File: src/rtl/iob_plic_unit_if.sv
// IOb native bus bundle between a bus master and the PLIC register slave.
interface iob_plic_unit_if #(
  parameter int ADDR_W = 16,
  parameter int DATA_W = 32
);
  logic              iob_avalid;
  logic [ADDR_W-1:0] iob_addr;
  logic [DATA_W-1:0] iob_wdata;
  logic [DATA_W/8-1:0] iob_wstrb;
  logic              iob_rvalid;
  logic [DATA_W-1:0] iob_rdata;
  logic              iob_ready;

  modport master (
    output iob_avalid, iob_addr, iob_wdata, iob_wstrb,
    input  iob_rvalid, iob_rdata, iob_ready
  );

  modport slave (
    input  iob_avalid, iob_addr, iob_wdata, iob_wstrb,
    output iob_rvalid, iob_rdata, iob_ready
  );
endinterface

File: src/rtl/iob_plic_unit.sv
// PLIC on the IOb bus: level/edge gateways, per-target priority arbitration, claim/complete.
// Define IOB_PLIC_IRQ_REG_EN to register the irq outputs (one extra cycle of latency).
module iob_plic_unit #(
  parameter int ADDR_W            = 16,
  parameter int DATA_W            = 32,
  parameter int N_SOURCES         = 8,
  parameter int N_TARGETS         = 2,
  parameter int PRIORITIES        = 8,
  parameter int MAX_PENDING_COUNT = 8,
  parameter int HAS_THRESHOLD     = 1,
  parameter int HAS_CONFIG_REG    = 1
) (
  input  logic                 clk_i,
  input  logic                 cke_i,
  input  logic                 rst_n_i,
  iob_plic_unit_if.slave       bus,
  input  logic [N_SOURCES-1:0] src,
  output logic [N_TARGETS-1:0] irq
);
  localparam int PW = (PRIORITIES > 1) ? $clog2(PRIORITIES) : 1;
  localparam int CW = $clog2(MAX_PENDING_COUNT + 1);
  localparam int IW = $clog2(N_SOURCES + 1);
  localparam logic [CW-1:0] CNT_MAX = CW'(MAX_PENDING_COUNT);
  localparam logic [31:0] CFG = {7'd0, 1'(HAS_THRESHOLD != 0), 8'(PRIORITIES),
                                 8'(N_TARGETS), 8'(N_SOURCES)};

  function automatic logic [DATA_W-1:0] f_merge(input logic [DATA_W-1:0] old,
                                                input logic [DATA_W-1:0] wd,
                                                input logic [DATA_W-1:0] m);
    return (old & ~m) | (wd & m);
  endfunction

  logic [N_SOURCES-1:0] r_el, r_pend, r_insvc, r_src_q;
  logic [CW-1:0]        r_cnt  [N_SOURCES];
  logic [PW-1:0]        r_prio [N_SOURCES];
  logic [N_SOURCES-1:0] r_ie   [N_TARGETS];
  logic [PW-1:0]        r_th   [N_TARGETS];
  logic                 r_rvalid;
  logic [DATA_W-1:0]    r_rdata;

  logic [ADDR_W-1:0]    w_addr_full;
  logic                 w_unused_addr;
  logic [11:0]          w_addr;
  logic                 w_wr, w_rd;
  logic [DATA_W-1:0]    w_mask, w_cmpl_val, w_rdata, w_el_merged;
  logic [N_SOURCES-1:0] w_el_new, w_el_chg, w_ip, w_edge, w_claim_vec, w_cmpl_vec;
  logic [PW-1:0]        w_th   [N_TARGETS];
  logic [IW-1:0]        w_win  [N_TARGETS];
  logic [N_TARGETS-1:0] w_irq;
  logic [IW-1:0]        w_claim_id;
  logic                 w_cmpl_hit;

  assign w_addr_full   = bus.iob_addr;
  assign w_unused_addr = ^w_addr_full[ADDR_W-1:12];
  assign w_addr        = w_addr_full[11:0];
  assign w_wr          = bus.iob_avalid & (|bus.iob_wstrb);
  assign w_rd          = bus.iob_avalid & ~(|bus.iob_wstrb);
  assign w_edge        = src & ~r_src_q;
  assign w_cmpl_val    = bus.iob_wdata & w_mask;
  assign w_el_merged   = f_merge(DATA_W'(r_el), bus.iob_wdata, w_mask);
  assign w_el_new      = w_el_merged[N_SOURCES-1:0];
  assign w_el_chg      = (w_wr && w_addr == 12'h004) ? (w_el_new ^ r_el) : '0;

  assign bus.iob_ready  = 1'b1;
  assign bus.iob_rvalid = r_rvalid;
  assign bus.iob_rdata  = r_rdata;

  always_comb begin
    for (int b = 0; b < DATA_W/8; b++) w_mask[8*b +: 8] = {8{bus.iob_wstrb[b]}};
  end

  always_comb begin
    for (int i = 0; i < N_SOURCES; i++)
      w_ip[i] = r_el[i] ? (r_cnt[i] != '0) : r_pend[i];
    for (int t = 0; t < N_TARGETS; t++)
      w_th[t] = (HAS_THRESHOLD != 0) ? r_th[t] : '0;
  end

  // Strict '>' against a running best seeded with the threshold gives both the
  // threshold test and lowest-ID tie breaking.
  always_comb begin
    logic [PW-1:0] bp;
    logic [IW-1:0] bid;
    bp  = '0;
    bid = '0;
    for (int t = 0; t < N_TARGETS; t++) begin
      bp  = w_th[t];
      bid = '0;
      for (int i = 0; i < N_SOURCES; i++)
        if (w_ip[i] && r_ie[t][i] && !r_insvc[i] && r_prio[i] > bp) begin
          bp  = r_prio[i];
          bid = IW'(i + 1);
        end
      w_win[t] = bid;
      w_irq[t] = (bid != '0);
    end
  end

  always_comb begin
    w_rdata    = '0;
    w_claim_id = '0;
    w_cmpl_hit = 1'b0;
    if (w_addr == 12'h000 && HAS_CONFIG_REG != 0) w_rdata = CFG;
    if (w_addr == 12'h004) w_rdata = DATA_W'(r_el);
    if (w_addr == 12'h008) w_rdata = DATA_W'(w_ip);
    for (int i = 0; i < N_SOURCES; i++)
      if (w_addr == 12'h040 + 12'(4 * i)) w_rdata = DATA_W'(r_prio[i]);
    for (int t = 0; t < N_TARGETS; t++) begin
      if (w_addr == 12'h100 + 12'(16 * t)) w_rdata = DATA_W'(r_ie[t]);
      if (w_addr == 12'h104 + 12'(16 * t)) w_rdata = DATA_W'(w_th[t]);
      if (w_addr == 12'h108 + 12'(16 * t)) begin
        w_rdata = DATA_W'(w_win[t]);
        if (w_rd) w_claim_id = w_win[t];
        if (w_wr) w_cmpl_hit = 1'b1;
      end
    end
    for (int i = 0; i < N_SOURCES; i++) begin
      w_claim_vec[i] = (w_claim_id == IW'(i + 1));
      w_cmpl_vec[i]  = w_cmpl_hit && (w_cmpl_val == DATA_W'(i + 1));
    end
  end

  always_ff @(posedge clk_i) begin
    if (!rst_n_i) begin
      r_el <= '0; r_pend <= '0; r_insvc <= '0; r_src_q <= '0;
      r_rvalid <= 1'b0; r_rdata <= '0;
      for (int i = 0; i < N_SOURCES; i++) begin r_cnt[i] <= '0; r_prio[i] <= '0; end
      for (int t = 0; t < N_TARGETS; t++) begin r_ie[t] <= '0; r_th[t] <= '0; end
    end else if (cke_i) begin
      r_src_q  <= src;
      r_rvalid <= w_rd;
      if (w_rd) r_rdata <= w_rdata;
      for (int i = 0; i < N_SOURCES; i++) begin
        if (w_el_chg[i]) begin
          r_cnt[i]  <= '0;
          r_pend[i] <= 1'b0;
        end else if (r_el[i]) begin
          if (w_edge[i] && !w_claim_vec[i])
            r_cnt[i] <= (r_cnt[i] == CNT_MAX) ? r_cnt[i] : r_cnt[i] + 1'b1;
          else if (!w_edge[i] && w_claim_vec[i])
            r_cnt[i] <= r_cnt[i] - 1'b1;
        end else begin
          if (w_claim_vec[i]) r_pend[i] <= 1'b0;
          else if (r_src_q[i] && !r_pend[i] && !r_insvc[i]) r_pend[i] <= 1'b1;
        end
        if (w_claim_vec[i])     r_insvc[i] <= 1'b1;
        else if (w_cmpl_vec[i]) r_insvc[i] <= 1'b0;
        if (w_wr && w_addr == 12'h040 + 12'(4 * i))
          r_prio[i] <= PW'(f_merge(DATA_W'(r_prio[i]), bus.iob_wdata, w_mask));
      end
      if (w_wr && w_addr == 12'h004) r_el <= w_el_new;
      for (int t = 0; t < N_TARGETS; t++) begin
        if (w_wr && w_addr == 12'h100 + 12'(16 * t))
          r_ie[t] <= N_SOURCES'(f_merge(DATA_W'(r_ie[t]), bus.iob_wdata, w_mask));
        if (HAS_THRESHOLD != 0 && w_wr && w_addr == 12'h104 + 12'(16 * t))
          r_th[t] <= PW'(f_merge(DATA_W'(r_th[t]), bus.iob_wdata, w_mask));
      end
    end
  end

`ifdef IOB_PLIC_IRQ_REG_EN
  logic [N_TARGETS-1:0] r_irq;
  always_ff @(posedge clk_i) begin
    if (!rst_n_i)   r_irq <= '0;
    else if (cke_i) r_irq <= w_irq;
  end
  assign irq = r_irq;
`else
  assign irq = w_irq;
`endif
endmodule

File: src/flat_wrapper.sv
// flat-port wrapper written by rule: the top's interface ports become plain ports
module iob_plic_unit_flat 
#(
  parameter int ADDR_W            = 16,
  parameter int DATA_W            = 32,
  parameter int N_SOURCES         = 8,
  parameter int N_TARGETS         = 2,
  parameter int PRIORITIES        = 8,
  parameter int MAX_PENDING_COUNT = 8,
  parameter int HAS_THRESHOLD     = 1,
  parameter int HAS_CONFIG_REG    = 1
)
  (clk_i, cke_i, rst_n_i, src, irq, bus_iob_avalid, bus_iob_addr, bus_iob_wdata, bus_iob_wstrb, bus_iob_rvalid, bus_iob_rdata, bus_iob_ready);
  iob_plic_unit_if #(.ADDR_W(ADDR_W), .DATA_W(DATA_W)) bus_i ();
  input  logic clk_i;
  input  logic cke_i;
  input  logic rst_n_i;
  input  logic [N_SOURCES-1:0] src;
  output logic [N_TARGETS-1:0] irq;
  input wire logic [$bits(bus_i.iob_avalid)-1:0] bus_iob_avalid;
  input wire logic [$bits(bus_i.iob_addr)-1:0] bus_iob_addr;
  input wire logic [$bits(bus_i.iob_wdata)-1:0] bus_iob_wdata;
  input wire logic [$bits(bus_i.iob_wstrb)-1:0] bus_iob_wstrb;
  output wire logic [$bits(bus_i.iob_rvalid)-1:0] bus_iob_rvalid;
  output wire logic [$bits(bus_i.iob_rdata)-1:0] bus_iob_rdata;
  output wire logic [$bits(bus_i.iob_ready)-1:0] bus_iob_ready;
  assign bus_i.iob_avalid = bus_iob_avalid;
  assign bus_i.iob_addr = bus_iob_addr;
  assign bus_i.iob_wdata = bus_iob_wdata;
  assign bus_i.iob_wstrb = bus_iob_wstrb;
  assign bus_iob_rvalid = bus_i.iob_rvalid;
  assign bus_iob_rdata = bus_i.iob_rdata;
  assign bus_iob_ready = bus_i.iob_ready;
  iob_plic_unit #(.ADDR_W(ADDR_W), .DATA_W(DATA_W), .N_SOURCES(N_SOURCES), .N_TARGETS(N_TARGETS), .PRIORITIES(PRIORITIES), .MAX_PENDING_COUNT(MAX_PENDING_COUNT), .HAS_THRESHOLD(HAS_THRESHOLD), .HAS_CONFIG_REG(HAS_CONFIG_REG)) u_core (.clk_i(clk_i), .cke_i(cke_i), .rst_n_i(rst_n_i), .bus(bus_i), .src(src), .irq(irq));
endmodule
File: config.mk
export PLATFORM = sky130hd
export DESIGN_NAME = iob_plic_unit_flat
export DESIGN_NICKNAME = d
export VERILOG_FILES = /design/src/rtl/iob_plic_unit_if.sv /design/src/rtl/iob_plic_unit.sv /design/src/flat_wrapper.sv
export SDC_FILE = /design/constraint.sdc
export NUM_CORES = 1
export LEC_CHECK = 0
export CAP_MARGIN = 20
export CORE_UTILIZATION = 30
export DETAILED_ROUTE_END_ITERATION = 10
export HOLD_SLACK_MARGIN = 0.08
export PLACE_DENSITY_LB_ADDON = 0.12
export RECOVER_POWER = 50
export SETUP_SLACK_MARGIN = 0.3
export SLEW_MARGIN = 40
export SYNTH_ARGS = -nofsm -noshare
export SYNTH_HDL_FRONTEND = slang
export SYNTH_SLANG_ARGS = --single-unit
File: constraint.sdc
create_clock -name clk_i -period 13.2 [get_ports clk_i]
set_clock_uncertainty 0.15 [all_clocks]
set_input_delay 1.32 -clock clk_i [delete_from_list [all_inputs] [get_ports clk_i]]
set_output_delay 1.32 -clock clk_i [all_outputs]
set_load 0.005 [all_outputs]
==> reports/metrics.yaml, run 1 <==
outcome:
  status: "complete, but fails checks"
  violations: "capacitance limit, slew limit"
clock_tree:
  cts.sinks: 120
  cts.path.max_buffers: 2
  cts.clk_slew.worst_paths_ns: 0.06
  cts_buffers: 17
  clockRootBuffer: "sky130_fd_sc_hd__clkbuf_16"
  ctsHoldBuffers: 0
  clkLatencyLatePin_ns: 0.44
  tritoncts: "built"
  clock_tree.htree_level_count: 4
cells_and_area:
  num_antenna_cells: 0
  final.fill_count: 3403
  final_cell_count_without_fillers: 1760
  drive_gt1_frac: 0.146
  finished_layout_cell_area_um2: 12400
  final_stage_net_count: 1427
  mostFrequentLayoutCell: "sky130_fd_sc_hd__nand2_1"
  layout_common_cells: "sky130_fd_sc_hd__nand2_1, sky130_fd_sc_hd__a21oi_1, sky130_fd_sc_hd__nor2_1, sky130_fd_sc_hd__edfxtp_1, sky130_fd_sc_hd__o21ai_0"
  finalCoreUtilization: 0.377
  area_growth_pct: 22.4
global_route:
  antenna_found_initial: 0
  first_pass_grt_wire_length_um: 55500
  grt_overflow_total: 0
  grt_start_max_net_pins: 65
  groute.usage.overall: 0.214
  via_count_of_the_first_global_routing_pass: 9388
critical_path:
  worst_r2r_path_depth: 59
  cp_data_arrival_time_ns: 11.02
  crit_path_frequent_cell: "sky130_fd_sc_hd__ha_1"
  timing.critical_path.slowest_cell_delay_ns: 0.42
  library_cell_contributing_the_largest_single_delay_on_the_critical_path: "sky130_fd_sc_hd__or3_4"
  worst-setup-path-type: "reg2out"
  regToRegStartpoint: "u_core.r_cnt[0][0]"
  r2r_end: "u_core.r_cnt[0][11]"
  ff2ff_setup_slack_ns: 0.79
  timing.critical_path.from_type: "flop"
  critical_path_peak_fanout: 5
  end_kind: "primary output"
  worst_ep_required_time_ns: 11.73
place:
  finalWeightedCongestion: 0.863
  portBuffers: 73
  post_dp_cell_area_um2: 11500
  dpl.cell_count: 1710
  dp_hpwl_um: 27700
  pre_cts_ws_ns: -0.189
logic_synthesis:
  synthesis.instances: 1206
  synth_flop_cell: "sky130_fd_sc_hd__edfxtp_1"
  ys_ff_latch: 120
  ys.warnings.count: 0
  asyncSetResetFlopFracSynth: 0
  post_synth_instance_area_um2: 10200
  synth-edff-count: 78
  ys_types: 106
  synth.avg_cell_area_um2: 8.42
  synth.yosys.seq_area_share: 0.314
min_path:
  worst_hold_path.num_cells: 2
  min_path_type: "reg2reg"
  holdPathEnd: "u_core.bus.iob_rvalid"
  hold_path.startpoint: "u_core.bus.iob_rvalid"
drt:
  drcViolationCount: 0
  top_signal_layer_used: "met4"
  routed_met3_length_um: 1520
  antenna_left: 0
  met2_length_um: 16700
  first_iter_violations: 862
  finalWirelength_um: 36500
  viasPerCell: 5.61
  vias: 9870
  avgRoutedWirePerCell_um: 20.7
  wirelength_met1_um: 17500
  firstDrtPassIters: 6
floorplan:
  ioPinCount: 100
  die_width_um: 186
  dieHeight_um: 186
  floorplan.rows: 66
  die-area_um2: 34600
  design.core.area_um2: 32900
  start_util: 0.308
timing:
  worst_slack_ns: 0.711
  worst_pin_slew_ns: 1.82
  timing_max_transition_violations_final: 76
  grt_setup_unrepaired: "no"
  hold_vio_cnt_final: 0
  timing.hold.ws_ns: 0.307
  fin_crit_ns: 12.49
  report.final.setup_viol: 0
  max-slew-margin-rel: -0.215
  fmaxAchievable_mhz: 80.1
  fin_crit_sh: 0.946
power_and_ir_drop:
  p_leak_nw: 4.60
  pwr_cell_area_nw_per_um2: 87.0
  peakVddDrop_mv: 0.0878
run:
  maxCapViolCount: 3
-- sequential cells by signal, summed over array words and instances, names as in the netlist --
register               flops
u_core.r_el                8
u_core.r_pend              8
u_core.r_th                6
u_core.r_ie               16
u_core.r_src_q             8
u_core.bus.iob_rvalid      1
u_core.r_cnt              32
u_core.r_prio             24
u_core.bus.iob_rdata       9
u_core.r_insvc             8
-- worst max-delay path: cells and delay by family (launching register included) --
family | cells | cell delay, ns
and+or+nand+nor | 23 | 3.45
adders and majority gates | 9 | 2.48
AOI/OAI and AO/OA | 12 | 2.44
muxes | 4 | 1.32
buffers and inverters | 5 | 0.53
DFF | 1 | 0.36
-- synthesized netlist by cell type (14+ instances only) --
master                       n  area, um^2
sky130_fd_sc_hd__a211oi_1   14         105
sky130_fd_sc_hd__a21oi_1   106         531
sky130_fd_sc_hd__a221oi_1   15         131
sky130_fd_sc_hd__a31oi_1    22         138
sky130_fd_sc_hd__and3_1     25         156
sky130_fd_sc_hd__buf_4      24         180
sky130_fd_sc_hd__clkbuf_1   40         150
sky130_fd_sc_hd__dfxtp_1    42         841
sky130_fd_sc_hd__edfxtp_1   78        2340
sky130_fd_sc_hd__ha_1       58         726
sky130_fd_sc_hd__inv_1      59         221
sky130_fd_sc_hd__mux2i_1    21         210
sky130_fd_sc_hd__nand2_1   108         405
sky130_fd_sc_hd__nand2b_1   50         313
sky130_fd_sc_hd__nand3_1    35         175
sky130_fd_sc_hd__nor2_1     98         368
sky130_fd_sc_hd__nor2b_1    18         113
sky130_fd_sc_hd__nor3_1     34         170
sky130_fd_sc_hd__o21ai_0    80         400
sky130_fd_sc_hd__or3_1      15        93.8
-- how the worst max path moves through the flow --
stage          slack (ns)             endpoint                from  cells after the start
6_report             0.71               irq[0]  u_core.r_cnt[0][0]                     53
5_1_grt              0.26               irq[0]  u_core.r_cnt[0][0]                     54
4_1_cts              0.23               irq[0]  u_core.r_cnt[0][0]                     54
3_5_place_dp        -0.19  u_core.r_cnt[0][10]  u_core.r_cnt[0][1]                     57
3_3_place_gp        -0.05  u_core.r_cnt[0][10]  u_core.r_cnt[0][1]                     56
2_1_floorplan        0.64   u_core.r_cnt[1][4]  u_core.r_cnt[0][0]                     54
-- area by class of cell --
type	instances	area, um^2	share of cell area
repair buffers	134	1170	0.0941
clock buffers	26	584	0.0470
multi-input cells	972	6670	0.537
clock inverters	6	43.8	0.00353
inverters	60	225	0.0181
well taps	442	553	0.0445
flip-flops and latches	120	3180	0.256
-- layer usage --
metal / GRT usage / vias to the layer above
li1: - / 4703
met1: 0.299 / 4822
met2: 0.336 / 300
met3: 0.0278 / 45
met4: 0.0741 / 0
met5: 0 / -
-- through the flow --
step	TNS, ns	power [mW]
2_1_floorplan	0	0.523
3_3_place_gp	-0.183	0.578
3_5_place_dp	-0.759	0.580
4_1_cts	0	1.08
5_1_grt	0	1.12
6_report	0	1.08
-- kinds of logic (layout without fill, tap and decap cells) --
group,count (synthesis),count (layout),synth area share
and+or+nand+nor,478,478,0.259
muxes,34,34,0.0351
xor gates and xnor gates,9,9,0.00776
adders and majority gates,62,62,0.0756
DFF,120,120,0.314
other,2,22,0.000740
buffers and inverters,134,226,0.0603
AOI/OAI and AO/OA,367,367,0.248
-- where the power goes --
group / internal, mW / switching, mW
sequential: 0.412 / 0.0162
combinational: 0.0656 / 0.0872
clock: 0.306 / 0.193
total: 0.784 / 0.296
-- timing repair --
| item | 4_1_cts | 5_1_grt |
|---|---|---|
| buffers inserted | 6 | 12 |
| pin swaps | 5 | 18 |
| resized for setup | 15 | 46 |
| setup endpoints to repair | 51 | 65 |
(Power assumes the default switching activity.)
==> inputs of run 2 (changes only) <==
CTS_CLUSTER_SIZE = 40   (was default)
==> results of run 2 <==
Final layout, timing and power as in run 1 (identical DEF).
